### src/rtl/pio_in_edge_irq_pkg.sv
// Register map and shared helpers for the edge-capturing input PIO.
package pio_in_edge_irq_pkg;

  localparam int ADDR_W = 3;
  localparam int DATA_W = 32;

  typedef enum logic [ADDR_W-1:0] {
    ADDR_DATA = 3'd0,
    ADDR_RISE = 3'd1,
    ADDR_FALL = 3'd2,
    ADDR_CAPT = 3'd3,
    ADDR_MASK = 3'd4,
    ADDR_PEND = 3'd5
  } reg_addr_e;

  function automatic int clog2(input int value);
    int r;
    r = 0;
    while ((1 << r) < value) r++;
    return r;
  endfunction

endpackage

### src/rtl/pio_in_edge_irq_if.sv
// Avalon-MM slave bundle for the input PIO register file.
interface pio_in_edge_irq_if;
  import pio_in_edge_irq_pkg::*;

  logic [ADDR_W-1:0] address;
  logic              chipselect;
  logic              write_n;
  logic [DATA_W-1:0] writedata;
  logic [DATA_W-1:0] readdata;

  modport master (output address, chipselect, write_n, writedata, input readdata);
  modport slave  (input address, chipselect, write_n, writedata, output readdata);

endinterface

### src/rtl/pio_in_edge_irq_filter.sv
// One input channel: synchroniser chain followed by an optional stable-count debounce filter.
module pio_in_filter
  import pio_in_edge_irq_pkg::*;
#(
  parameter int SYNC_STAGES = 2,
  parameter int DEBOUNCE    = 0
) (
  input  logic clk,
  input  logic reset_n,
  input  logic din,
  output logic filt
);

  logic [SYNC_STAGES-1:0] sync_q;
  logic                   s;

  always_ff @(posedge clk or negedge reset_n) begin
    if (!reset_n) sync_q <= '0;
    else          sync_q <= {sync_q[SYNC_STAGES-2:0], din};
  end

  assign s = sync_q[SYNC_STAGES-1];

  generate
    if (DEBOUNCE == 0) begin : g_bypass
      assign filt = s;
    end else begin : g_debounce
      localparam int CNT_W = clog2(DEBOUNCE + 1);
      localparam logic [CNT_W-1:0] CNT_LAST = CNT_W'(DEBOUNCE - 1);

      logic [CNT_W-1:0] cnt_q;
      logic             filt_q;

      // The counter measures how long s has disagreed with filt; any agreement restarts it.
      always_ff @(posedge clk or negedge reset_n) begin
        if (!reset_n) begin
          cnt_q  <= '0;
          filt_q <= 1'b0;
        end else if (s == filt_q) begin
          cnt_q <= '0;
        end else if (cnt_q == CNT_LAST) begin
          filt_q <= s;
          cnt_q  <= '0;
        end else begin
          cnt_q <= cnt_q + CNT_W'(1);
        end
      end

      assign filt = filt_q;
    end
  endgenerate

endmodule

### src/rtl/pio_in_edge_irq.sv
// N-bit input PIO: per-bit rise/fall capture, debounce, write-1-to-clear capture and masked irq.
module pio_in_edge_irq
  import pio_in_edge_irq_pkg::*;
#(
  parameter int               WIDTH       = 8,
  parameter int               SYNC_STAGES = 2,
  parameter int               DEBOUNCE    = 0,
  parameter logic [WIDTH-1:0] RISE_RST    = '1,
  parameter logic [WIDTH-1:0] FALL_RST    = '0
) (
  input  logic                    clk,
  input  logic                    reset_n,
  pio_in_edge_irq_if.slave        bus,
  input  logic [WIDTH-1:0]        in_port,
  output logic                    irq
);

  logic [WIDTH-1:0]  filt;
  logic [WIDTH-1:0]  prev;
  logic [WIDTH-1:0]  rise_en;
  logic [WIDTH-1:0]  fall_en;
  logic [WIDTH-1:0]  edge_capture;
  logic [WIDTH-1:0]  irq_mask;
  logic [WIDTH-1:0]  edge_evt;
  logic [WIDTH-1:0]  w1c_mask;
  logic [WIDTH-1:0]  wdata;
  logic              wr_en;
  logic [DATA_W-1:0] rd_mux;
  logic              unused_wdata;

  for (genvar i = 0; i < WIDTH; i++) begin : g_chan
    pio_in_filter #(
      .SYNC_STAGES (SYNC_STAGES),
      .DEBOUNCE    (DEBOUNCE)
    ) u_filt (
      .clk     (clk),
      .reset_n (reset_n),
      .din     (in_port[i]),
      .filt    (filt[i])
    );
  end

  assign wr_en        = bus.chipselect & ~bus.write_n;
  assign wdata        = bus.writedata[WIDTH-1:0];
  assign unused_wdata = ^bus.writedata;
  assign edge_evt     = (filt & ~prev & rise_en) | (~filt & prev & fall_en);
  assign w1c_mask     = (wr_en && bus.address == ADDR_CAPT) ? wdata : '0;

  always_ff @(posedge clk or negedge reset_n) begin
    if (!reset_n) begin
      rise_en  <= RISE_RST;
      fall_en  <= FALL_RST;
      irq_mask <= '0;
    end else if (wr_en) begin
      if (bus.address == ADDR_RISE) rise_en  <= wdata;
      if (bus.address == ADDR_FALL) fall_en  <= wdata;
      if (bus.address == ADDR_MASK) irq_mask <= wdata;
    end
  end

  // New edges are OR-ed in after the clear so an edge landing on a W1C cycle is kept.
  always_ff @(posedge clk or negedge reset_n) begin
    if (!reset_n) begin
      prev         <= '0;
      edge_capture <= '0;
      irq          <= 1'b0;
    end else begin
      prev         <= filt;
      edge_capture <= (edge_capture & ~w1c_mask) | edge_evt;
      irq          <= |(edge_capture & irq_mask);
    end
  end

  always_comb begin
    rd_mux = '0;
    case (bus.address)
      ADDR_DATA: rd_mux = DATA_W'(filt);
      ADDR_RISE: rd_mux = DATA_W'(rise_en);
      ADDR_FALL: rd_mux = DATA_W'(fall_en);
      ADDR_CAPT: rd_mux = DATA_W'(edge_capture);
      ADDR_MASK: rd_mux = DATA_W'(irq_mask);
      ADDR_PEND: rd_mux = DATA_W'(edge_capture & irq_mask);
      default:   rd_mux = '0;
    endcase
  end

  always_ff @(posedge clk or negedge reset_n) begin
    if (!reset_n) bus.readdata <= '0;
    else          bus.readdata <= rd_mux;
  end

endmodule

### src/flat_wrapper.sv
// flat-port wrapper written by rule: the top's interface ports become plain ports
module pio_in_edge_irq_flat import pio_in_edge_irq_pkg::*;
#(
  parameter int               WIDTH       = 8,
  parameter int               SYNC_STAGES = 2,
  parameter int               DEBOUNCE    = 0,
  parameter logic [WIDTH-1:0] RISE_RST    = '1,
  parameter logic [WIDTH-1:0] FALL_RST    = '0
)
  (clk, reset_n, in_port, irq, bus_address, bus_chipselect, bus_write_n, bus_writedata, bus_readdata);
  pio_in_edge_irq_if bus_i ();
  input  logic clk;
  input  logic reset_n;
  input  logic [WIDTH-1:0] in_port;
  output logic irq;
  input wire logic [$bits(bus_i.address)-1:0] bus_address;
  input wire logic [$bits(bus_i.chipselect)-1:0] bus_chipselect;
  input wire logic [$bits(bus_i.write_n)-1:0] bus_write_n;
  input wire logic [$bits(bus_i.writedata)-1:0] bus_writedata;
  output wire logic [$bits(bus_i.readdata)-1:0] bus_readdata;
  assign bus_i.address = bus_address;
  assign bus_i.chipselect = bus_chipselect;
  assign bus_i.write_n = bus_write_n;
  assign bus_i.writedata = bus_writedata;
  assign bus_readdata = bus_i.readdata;
  pio_in_edge_irq #(.WIDTH(WIDTH), .SYNC_STAGES(SYNC_STAGES), .DEBOUNCE(DEBOUNCE), .RISE_RST(RISE_RST), .FALL_RST(FALL_RST)) u_core (.clk(clk), .reset_n(reset_n), .bus(bus_i), .in_port(in_port), .irq(irq));
endmodule
### config.mk
export PLATFORM = sky130hd
export DESIGN_NAME = pio_in_edge_irq_flat
export DESIGN_NICKNAME = d
export VERILOG_FILES = /design/src/rtl/pio_in_edge_irq_pkg.sv /design/src/rtl/pio_in_edge_irq_if.sv /design/src/rtl/pio_in_edge_irq_filter.sv /design/src/rtl/pio_in_edge_irq.sv /design/src/flat_wrapper.sv
export SDC_FILE = /design/constraint.sdc
export NUM_CORES = 1
export LEC_CHECK = 0
export ABC_AREA = 1
export BUFFER_PORTS_ARGS = -buffer_cell sky130_fd_sc_hd__buf_4
export CORE_ASPECT_RATIO = 0.5
export CORE_MARGIN = 2
export CORE_UTILIZATION = 40
export CTS_BUF_LIST = sky130_fd_sc_hd__clkbuf_8
export DETAILED_ROUTE_END_ITERATION = 6
export PLACE_DENSITY_LB_ADDON = 0.08
export SLEW_MARGIN = 10
export SYNTH_ARGS = -nofsm -noshare
export SYNTH_HDL_FRONTEND = slang
export SYNTH_SLANG_ARGS = --single-unit
### constraint.sdc
create_clock -name clk -period 0.95 [get_ports clk]
set_clock_uncertainty 0.2 [all_clocks]
set_input_delay 0.19 -clock clk [delete_from_list [all_inputs] [get_ports clk]]
set_output_delay 0.19 -clock clk [all_outputs]
set_load 0.01 [all_outputs]
==> results of run 1 <==
how the worst max path moves through the flow:
stage	start	to	slack, ps	cells after the start
final	u_core.bus.readdata[3]	bus_readdata[3]	-300	1
after global routing	u_core.bus.readdata[5]	bus_readdata[5]	-340	1
after CTS	u_core.bus.readdata[3]	bus_readdata[3]	-310	1
after detailed placement	bus_address[2]	u_core.bus.readdata[2]	-330	8
after global placement	bus_address[0]	u_core.bus.readdata[5]	-310	7
after floorplan	bus_address[0]	u_core.irq_mask[1]	-260	6
layout by cell type (no fill, tap or decap), drive strengths merged:
cell type	count
clkinv	2
dlygate4sd3	9
o21ai	27
conb	24
bufinv	1
clkbuf	9
nor2	35
nand4	17
clkinvlp	2
inv	47
a21oi	7
nand2	116
dfrtp	57
buf	62
dfstp	8
nand3	21
synthesized netlist by cell type:
master	n	area, µm²
o21ai_2	8	70.1
conb_1	1	3.75
nand3_2	2	20.0
dfrtp_1	57	1430
nand4_4	1	21.3
nand4_1	16	100
buf_2	4	20.0
buf_4	27	203
buf_6	2	22.5
inv_2	2	7.51
inv_4	1	6.26
a21oi_1	7	35.0
nand2_2	4	25.0
o21ai_1	6	30.0
nor2_4	6	67.6
clkbuf_1	1	3.75
dfstp_2	8	210
inv_1	42	158
nand2_1	112	420
nor2_1	29	109
o21ai_0	13	65.1
nand3_1	19	95.1
power by group:
group / internal (mW) / switching, mW / leakage (nW) / total (mW)
registers: 3.19 / 0.308 / 0.751 / 3.49
logic: 0.643 / 0.767 / 1.19 / 1.41
clock network: 1.21 / 1.13 / 0.0970 / 2.34
metrics by stage:
step,worst slack (ps),area [µm²]
after global routing,-345,4070
after CTS,-314,4010
after detailed placement,-334,3600
after floorplan,-264,3260
after global placement,-309,3600
final,-302,4070
flip-flops by register name, indices dropped and copies added, names as in the netlist:
register,cells
u_core.g_chan.u_filt.sync_q,16
u_core.bus.readdata,8
u_core.edge_capture,8
u_core.fall_en,8
u_core.irq_mask,8
u_core.prev,8
u_core.rise_en,8
u_core.irq,1
logic make-up (layout without fill, tap and decap cells):
logic type      Yosys count  count (layout)
simple gates            189             189
buf+inv                  79             132
flops                    65              65
compound gates           34              34
other cells               1              24
area by class of cell:
cell class	count	area, µm²
clock buffers	9	124
clock inverters	7	71.3
fillers	654	3360
inverters	45	174
multi-input cells	247	1260
flip-flops and latches	65	1640
well taps	96	120
repair buffers	71	688
metal layers:
layer	vias to the layer above	track usage, %
li1	1250	-
met1	1178	29.9
met3	10	7.61
met2	93	27.2
met4	0	6.79
met5	-	0
timing repair:
| item | CTS | global route |
|---|---|---|
| endpoints found under the setup margin | 33 | 57 |
| pin swaps | 33 | 20 |
| hold endpoints to repair | 105 | 32 |
| buffers inserted | 0 | 5 |
| gates resized for setup | 32 | 18 |
==> flow_metrics.py, run 1 <==
metrics = {
    "route": {
        "met1_length_mm": 3.98,
        "top_layer": "met4",
        "dr_total_vias": 2531,
        "wl_met2_mm": 2.89,
        "wire_per_inst_um": 13.9,
        "dr.pass1.iters": 5,
        "met3_length_um": 518,
        "drt_wl_total_mm": 7.48,
        "postRouteAntennaNets": 0,
        "drt_iter0_markers": 157,
        "viasPerCell": 4.69,
        "drc": 0,
    },
    "worst_setup_path": {
        "path_buf_inv": 1,
        "cpPeakStageDelay_ps": 380,
        "crit_slowest_cell": "dfrtp_1",
        "crit_path_cell_trace": "buf_6",
        "r2r_cells": 4,
        "cpLargestDelayFamily": "flip-flops",
        "critPathKind": "flop to output port",
        "r2r-start": "u_core.rise_en[0]",
        "worst-r2r-setup-slack_ps": -180,
        "worstPathArrival_ps": 860,
        "worst_setup_path_end_kind": "output port",
        "start_kind": "flop",
        "reg2reg_to": "u_core.edge_capture[0]",
        "crit_fanout": 1,
        "required_ps": 560,
    },
    "min_path": {
        "hold_class": "input pin to flop",
        "worst_hold_path.num_cells": 3,
        "hold_end": "u_core.fall_en[1]",
        "hp-start": "bus_writedata[1]",
    },
    "synth": {
        "avgSynthCellArea_um2": 8.48,
        "synth-adder-area-share_pct": 0,
        "synth_top_family_by_area": "simple AND/OR/NAND/NOR gates",
        "synthXorXnorAreaFrac_pct": 0,
        "synth_compound_area_share_pct": 6.42,
        "synth-simple-area-share_pct": 27.5,
        "yosys-mux-area-fraction_pct": 0,
        "ys_seq_elements": 65,
        "ys_types": 22,
        "yosysWarningCount": 0,
        "synth_area_um2": 3120,
        "ys_seq_area_share_pct": 52.5,
        "synth_cells": 368,
    },
    "sta": {
        "setup_tns_ps": -5210,
        "finalSetupViolCount": 31,
        "fin_ws_ps": -302,
        "period_share_pct": 132,
        "slew_violations": 0,
        "rsz0062_at_grt": "yes",
        "fmax_mhz": 799,
        "finalHoldViolations": 32,
        "fin_crit_ps": 1250,
        "holdWs_ps": -119,
    },
    "clock_network": {
        "clkLatencyLatePin_ps": 370,
        "clk_pin_slew_worst_paths_ps": 80,
        "clk_path_buf_depth": 2,
        "numClockSinks": 65,
        "tritoncts": "built",
        "hold_buffers": 12,
        "numCtsBuffers": 9,
        "cts-root-buf": "clkbuf_8",
        "h-tree-depth": 3,
    },
    "cells_and_area": {
        "area_delta_synth_final_pct": 30.5,
        "drive_above_1_share_pct": 31.8,
        "nNetsFinal": 486,
        "utilization_pct": 54.8,
        "layout.cells.non_filler": 540,
        "antenna_cells": 0,
    },
    "outcome": {
        "violations": "negative hold slack, negative setup slack",
        "status": "finished with violations",
    },
    "floorplan": {
        "initial_core_util_pct": 42.0,
        "die_h_um": 66.4,
        "rows": 22,
        "dieWidth_um": 129,
        "dieArea_um2": 8560,
        "core_um2": 7430,
        "io_pins": 80,
    },
    "grt": {
        "grt_usage_pct": 20.4,
        "grt_pass1_wl_mm": 12.6,
        "overflow": 0,
        "antenna_found_initial": 0,
        "grt_pass1_vias": 2432,
        "grt_max_degree": 23,
    },
    "power": {
        "p_leak_nw": 2.04,
        "peakVddDrop_mv": 1.10,
        "total_power_mw": 7.24,
        "power_density_nw_per_um2": 1780,
    },
    "job": {
        "maxCapViolCount": 0,
    },
    "placement": {
        "dp_hpwl_mm": 5.60,
        "placed_cells": 510,
        "portBuffers": 31,
        "routabilityCongestion": 0.848,
    },
}
Note: power is estimated with default switching activity, not from simulation.
==> run 2, diff against run 1 <==
--- a/config.mk
+++ b/config.mk
@@ -16,4 +16,5 @@
 export SLEW_MARGIN = 10
 export SYNTH_ARGS = -nofsm -noshare
 export SYNTH_HDL_FRONTEND = slang
+export SYNTH_HIERARCHICAL = 1
 export SYNTH_SLANG_ARGS = --single-unit
==> run 2 against run 1 <==
  * The flow still finishes with violations (negative hold slack, negative setup slack)
  * Non-clock buffer count rose by 23
  * Synthesized cell count fell by 12%
  * Routed wire length rose by 3.7%
  * Fmax fell by 0.46%
  * Worst hold slack got worse by 7.9 ps
  * Via count fell by 1.3%
  * Utilization rose by 6.6 points
==> flow_metrics.py, run 2 <==
metrics = {
    "outcome": {
        "status": "finished with violations",
        "violations": "negative hold slack, negative setup slack",
    },
    "clock_network": {
        "hold_buffers": 16,
        "numCtsBuffers": 9,
        "h-tree-depth": 3,
        "clk_pin_slew_worst_paths_ps": 80,
        "tritoncts": "built",
        "clk_path_buf_depth": 2,
        "clkLatencyLatePin_ps": 360,
        "numClockSinks": 65,
        "cts-root-buf": "clkbuf_8",
    },
    "floorplan": {
        "dieWidth_um": 124,
        "die_h_um": 63.9,
        "rows": 21,
        "dieArea_um2": 7900,
        "core_um2": 6810,
        "io_pins": 80,
        "initial_core_util_pct": 42.1,
    },
    "synth": {
        "yosysWarningCount": 6,
        "avgSynthCellArea_um2": 8.82,
        "yosys.cell_count.top_type": "nand2_1",
        "synth_area_um2": 2870,
        "yosys-top-cells-count": "nand2_1, dfrtp_1, buf_4, nor2_1, inv_1",
        "netlist.top_cell.by_area": "dfrtp_1",
        "ys_types": 21,
        "yosysTopAreaCellShare_pct": 49.7,
        "synthArstFlopShare_pct": 100,
        "synth_edf_count": 0,
        "synth-main-ff-cell": "dfrtp_1",
        "ys_seq_area_share_pct": 57.1,
        "synth.top_cells.by_area": "dfrtp_1, nand2_1, dfstp_2",
        "ys_seq_elements": 65,
        "synth_cells": 325,
    },
    "cells_and_area": {
        "final_area_um2": 4180,
        "area_delta_synth_final_pct": 45.7,
        "largest_register": "u_core/g_chan.u_filt/sync_q",
        "nNetsFinal": 469,
        "drive_above_1_share_pct": 38.6,
        "antenna_cells": 0,
        "largest_reg_flops": 16,
        "layout.cells.most_common": "nand2_1",
        "final_cell_mix": "nand2_1, dfrtp_1, buf_4",
    },
    "min_path": {
        "hp-start": "bus_writedata[6]",
        "worst_hold_path.num_cells": 3,
        "hold_end": "u_core/rise_en[6]",
        "hold_class": "input pin to flop",
    },
    "worst_setup_path": {
        "worstPathArrival_ps": 870,
        "crit_cells": 1,
        "r2r_cells": 3,
        "path_buf_inv": 1,
        "critPathKind": "flop to output port",
        "crit_slowest_cell": "dfrtp_1",
        "start_kind": "flop",
        "cpPeakStageDelay_ps": 390,
        "worst-r2r-setup-slack_ps": -210,
        "worst_setup_path_end_kind": "output port",
        "crit_path_cell_trace": "buf_6",
        "r2r-start": "u_core/irq_mask[1]",
        "cpLargestDelayFamily": "flip-flops",
        "crit_fanout": 1,
        "required_ps": 560,
        "reg2reg_to": "u_core/irq",
    },
    "sta": {
        "fin_ws_ps": -308,
        "rsz0062_at_grt": "yes",
        "fin_crit_ps": 1260,
        "fmax_mhz": 795,
        "holdWs_ps": -127,
        "period_share_pct": 132,
        "finalSetupViolCount": 43,
        "slew_violations": 0,
        "finalHoldViolations": 32,
    },
    "route": {
        "drt_wl_total_mm": 7.76,
        "dr_total_vias": 2499,
        "dr.pass1.iters": 4,
        "viasPerCell": 4.82,
        "wire_per_inst_um": 14.9,
        "postRouteAntennaNets": 0,
        "drt_iter0_markers": 218,
        "drc": 0,
    },
    "grt": {
        "grt_pass1_wl_mm": 12.0,
        "grt_pass1_vias": 2449,
        "antenna_found_initial": 0,
        "grt_max_degree": 25,
        "grt_usage_pct": 20.8,
        "overflow": 0,
    },
    "power": {
        "seqPwrFrac_pct": 46.3,
        "pwr-share-clk_pct": 30.7,
        "power_density_nw_per_um2": 1800,
        "power.switching_mw": 2.20,
        "intPower_mw": 5.33,
        "combPwrFrac_pct": 23.0,
        "peakVddDrop_mv": 1.26,
        "p_sw_share_pct": 29.2,
        "total_power_mw": 7.53,
        "p_leak_nw": 2.04,
    },
    "placement": {
        "placed_area_um2": 3460,
        "dp_hpwl_mm": 4.73,
        "portBuffers": 31,
        "routabilityCongestion": 0.862,
    },
    "job": {
        "maxCapViolCount": 0,
    },
}
[run 2: worst max path at each step]
| stage | end | from |
|---|---|---|
| final | bus_readdata[3] | u_core/bus.readdata[3] |
| after global routing | bus_readdata[4] | u_core/bus.readdata[4] |
| after CTS | bus_readdata[3] | u_core/bus.readdata[3] |
| after detailed placement | u_core/bus.readdata[2] | bus_address[0] |
| after global placement | u_core/bus.readdata[4] | bus_address[0] |
| after floorplan | u_core/irq_mask[6] | bus_address[0] |
[run 2: cells by family (layout without fill, tap and decap cells)]
kind of cell / Yosys count / in the layout / share of synthesized area [%]
and+or+nand+nor: 162 / 165 / 24.7
DFF: 65 / 65 / 57.1
buffers and inverters: 59 / 135 / 11.1
AOI/OAI and AO/OA: 38 / 38 / 6.98
other: 1 / 24 / 0.131
[run 2: cell type report]
| class | count | area, µm² |
|---|---|---|
| clock buffer | 9 | 124 |
| fill | 589 | 2630 |
| clock inverter | 7 | 71.3 |
| tap | 92 | 115 |
| sequential | 65 | 1640 |
| multi-input combinational | 227 | 1220 |
| inverter | 25 | 103 |
| timing repair buffer | 94 | 906 |
[run 2: power by group through the flow]
stage	Sequential [mW]	Clock, mW	Combinational, mW
floorplan	3.46	0	0.659
global placement	3.46	0	1.27
detailed placement	3.47	0	1.29
CTS	3.47	2.39	1.54
global route	3.52	2.52	1.93
finish	3.49	2.31	1.73
[run 2: through the flow]
| stage | setup slack, ps | hold WS (ps) | util [%] | setup TNS (ps) | cells |
|---|---|---|---|---|---|
| detailed placement | -550 | -126 | 50.9 | -17850 | 479 |
| CTS | -327 | -103 | 58.8 | -5760 | 516 |
| floorplan | -351 | -306 | - | -8990 | 348 |
| global placement | -478 | -127 | 50.9 | -16540 | 479 |
| finish | -308 | -127 | 61.4 | -5390 | 519 |
| global route | -339 | -114 | 61.4 | -7150 | 519 |
[run 2: repair_timing]
| item | in CTS | in global routing |
|---|---|---|
| cloned | 1 | 2 |
| endpoints found under the setup margin | 50 | 49 |
| hold endpoints to repair | 105 | 32 |
| resized for setup | 42 | 57 |
| setup buffers | 4 | 8 |
| pin swaps | 23 | 26 |
[run 2: metal layers]
layer,up-vias,GRT usage [%],part of all wire (%)
li1,1223,-,-
met1,1158,27.3,43
met2,103,32.9,46
met3,15,6.07,8.7
met4,0,7.67,1.9
met5,-,0,0
==> run 3, diff against run 2 <==
--- a/config.mk
+++ b/config.mk
@@ -6,12 +6,12 @@
 export NUM_CORES = 1
 export LEC_CHECK = 0
 export ABC_AREA = 1
-export BUFFER_PORTS_ARGS = -buffer_cell sky130_fd_sc_hd__buf_4
 export CORE_ASPECT_RATIO = 0.5
 export CORE_MARGIN = 2
 export CORE_UTILIZATION = 40
 export CTS_BUF_LIST = sky130_fd_sc_hd__clkbuf_8
 export DETAILED_ROUTE_END_ITERATION = 6
+export DONT_BUFFER_PORTS = 1
 export PLACE_DENSITY_LB_ADDON = 0.08
 export SLEW_MARGIN = 10
 export SYNTH_ARGS = -nofsm -noshare
==> run 3 against run 2 <==
  * The run still ends with negative hold slack, negative setup slack left
  * Global-route usage shrank 1.2 points
  * Design area shrank 8.5%
  * Via count shrank 6.4%
  * Count of clock-buffer cells in the layout grew 2
  * Utilization shrank 5.2 points
  * Total power grew 0.63%
  * Flip-flop and latch count is the same
==> flow_metrics.py, run 3 (synthesis gave the netlist of run 2 again) <==
metrics = {
    "clock_network": {
        "numClockSinks": 65,
        "clk_path_buf_depth": 2,
        "hold_buffers": 16,
        "cts-root-buf": "clkbuf_8",
        "numCtsBuffers": 9,
        "tritoncts": "built",
        "h-tree-depth": 3,
        "clk_pin_slew_worst_paths_ps": 70,
        "clkLatencyLatePin_ps": 350,
    },
    "route": {
        "dr_total_vias": 2338,
        "viasPerCell": 4.82,
        "drt_wl_total_mm": 6.90,
        "dr.pass1.iters": 4,
        "drt_iter0_markers": 121,
        "postRouteAntennaNets": 0,
        "drc": 0,
        "wire_per_inst_um": 14.2,
    },
    "grt": {
        "grt_pass1_vias": 2222,
        "grt.met2_usage_pct": 28.7,
        "grt_usage_pct": 19.6,
        "overflow": 0,
        "grt_pass1_wl_mm": 11.3,
        "antenna_found_initial": 0,
        "top_usage_layer": "met2",
        "gr-usage-met3_pct": 7.05,
        "grt_max_degree": 66,
        "met1_usage_pct": 27.0,
    },
    "sta": {
        "holdWs_ps": -677,
        "finalSetupViolCount": 37,
        "period_share_pct": 123,
        "slew_violations": 0,
        "rsz0062_at_grt": "yes",
        "setup_tns_ps": -4350,
        "fmax_mhz": 853,
        "fin_crit_ps": 1170,
        "fin_ws_ps": -222,
        "finalHoldViolations": 84,
    },
    "cells_and_area": {
        "area_delta_synth_final_pct": 33.2,
        "final_cell_mix": "nand2_1, dfrtp_1, nand2_2, conb_1, buf_4",
        "largest_reg_flops": 16,
        "layout.cells.non_filler": 485,
        "nNetsFinal": 435,
        "n_fill_cell": 641,
        "largest_register": "u_core/g_chan.u_filt/sync_q",
        "drive_above_1_share_pct": 31.0,
        "antenna_cells": 0,
        "layout.cells.most_common": "nand2_1",
    },
    "worst_setup_path": {
        "crit_fanout": 2,
        "worst_setup_path_end_kind": "flop",
        "r2r-start": "u_core/edge_capture[3]",
        "reg2reg_to": "u_core/bus.readdata[3]",
        "cp_common_cell": "nand2_1",
        "start_kind": "flop",
        "worst-r2r-setup-slack_ps": -220,
        "crit_slowest_cell": "dfrtp_1",
        "crit_path_cell_trace": "buf_6 -> nand4_1 -> nand2_1 -> nor2_1 -> nand2_1",
        "cpLargestDelayFamily": "flip-flops",
        "critPathLaunch": "u_core/edge_capture[3]",
        "worstPathArrival_ps": 1210,
        "required_ps": 990,
        "path_buf_inv": 1,
        "cpPeakStageDelay_ps": 400,
        "critPathKind": "flop to flop",
        "r2r_cells": 5,
    },
    "power": {
        "power_density_nw_per_um2": 1980,
        "p_leak_nw": 1.85,
        "intPower_mw": 5.58,
        "combPwrFrac_pct": 18.5,
        "pwr-share-clk_pct": 35.4,
        "peakVddDrop_mv": 1.07,
        "p_sw_share_pct": 26.3,
        "power.switching_mw": 2.00,
        "seqPwrFrac_pct": 46.1,
    },
    "placement": {
        "placed_cells": 441,
        "portBuffers": 0,
        "routabilityCongestion": 0.824,
        "dp_hpwl_mm": 4.51,
    },
    "job": {
        "maxCapViolCount": 0,
    },
    "outcome": {
        "status": "finished with violations",
        "violations": "negative hold slack, negative setup slack",
    },
    "floorplan": {
        "dieArea_um2": 7900,
        "core_um2": 6810,
        "rows": 21,
        "initial_core_util_pct": 42.1,
        "dieWidth_um": 124,
        "io_pins": 80,
        "die_h_um": 63.9,
    },
    "min_path": {
        "hold_class": "input pin to async pin",
    },
}
## run 3: layout make-up
class	count	area [µm²]	area share, %
clock inverter	5	78.8	2.06
multi-input combinational	224	1140	29.8
sequential	65	1640	42.8
timing repair buffer	63	599	15.7
tap	92	115	3.01
clock buffer	11	151	3.96
inverter	25	103	2.68
## run 3: power groups by stage
stage	Combinational [mW]	Sequential (mW)	Clock, mW
3_3_place_gp	0.931	3.49	0
3_5_place_dp	0.947	3.50	0
4_1_cts	1.21	3.48	2.76
2_1_floorplan	0.659	3.46	0
6_report	1.40	3.49	2.68
5_1_grt	1.56	3.53	2.91
## run 3: metrics by stage
step                worst slack, ps  util (%)  power (mW)  cell area [µm²]  hold slack [ps]
finish                         -222      56.2        7.58             3820             -677
global route                   -262      56.2        8.01             3820             -702
CTS                            -245      54.2        7.46             3690             -698
detailed placement             -264      46.3        4.45             3150             -305
global placement               -276      46.3        4.43             3150             -304
floorplan                      -351         -        4.12             3030             -306
## run 3: worst max-delay path by stage
stage / to / slack (ps) / depth (start not counted)
floorplan: u_core/irq_mask[6] / -350 / 6
global placement: u_core/fall_en[5] / -280 / 5
detailed placement: u_core/fall_en[4] / -260 / 5
CTS: irq / -250 / 0
global route: u_core/bus.readdata[2] / -260 / 5
finish: u_core/bus.readdata[3] / -220 / 5
## run 3: worst register-to-register path: cells and delay by family (launching register included)
kind,cells,cell delay (ps)
flops,1,400
simple gates,4,320
buf+inv,1,120
## run 3: what timing repair did
action / CTS / global route
setup endpoints to repair: 35 / 46
pin swaps: 29 / 28
resized for setup: 33 / 40
hold endpoints to repair: 113 / 84
setup buffers: 6 / 6
## run 3: per-layer routing
layer | share of wire [%] | routed length [µm] | vias to the layer above
li1 | - | - | 1137
met1 | 46 | 3150 | 1112
met2 | 45 | 3140 | 78
met3 | 7.5 | 518 | 11
met4 | 1.3 | 91 | 0
met5 | 0 | 0 | -
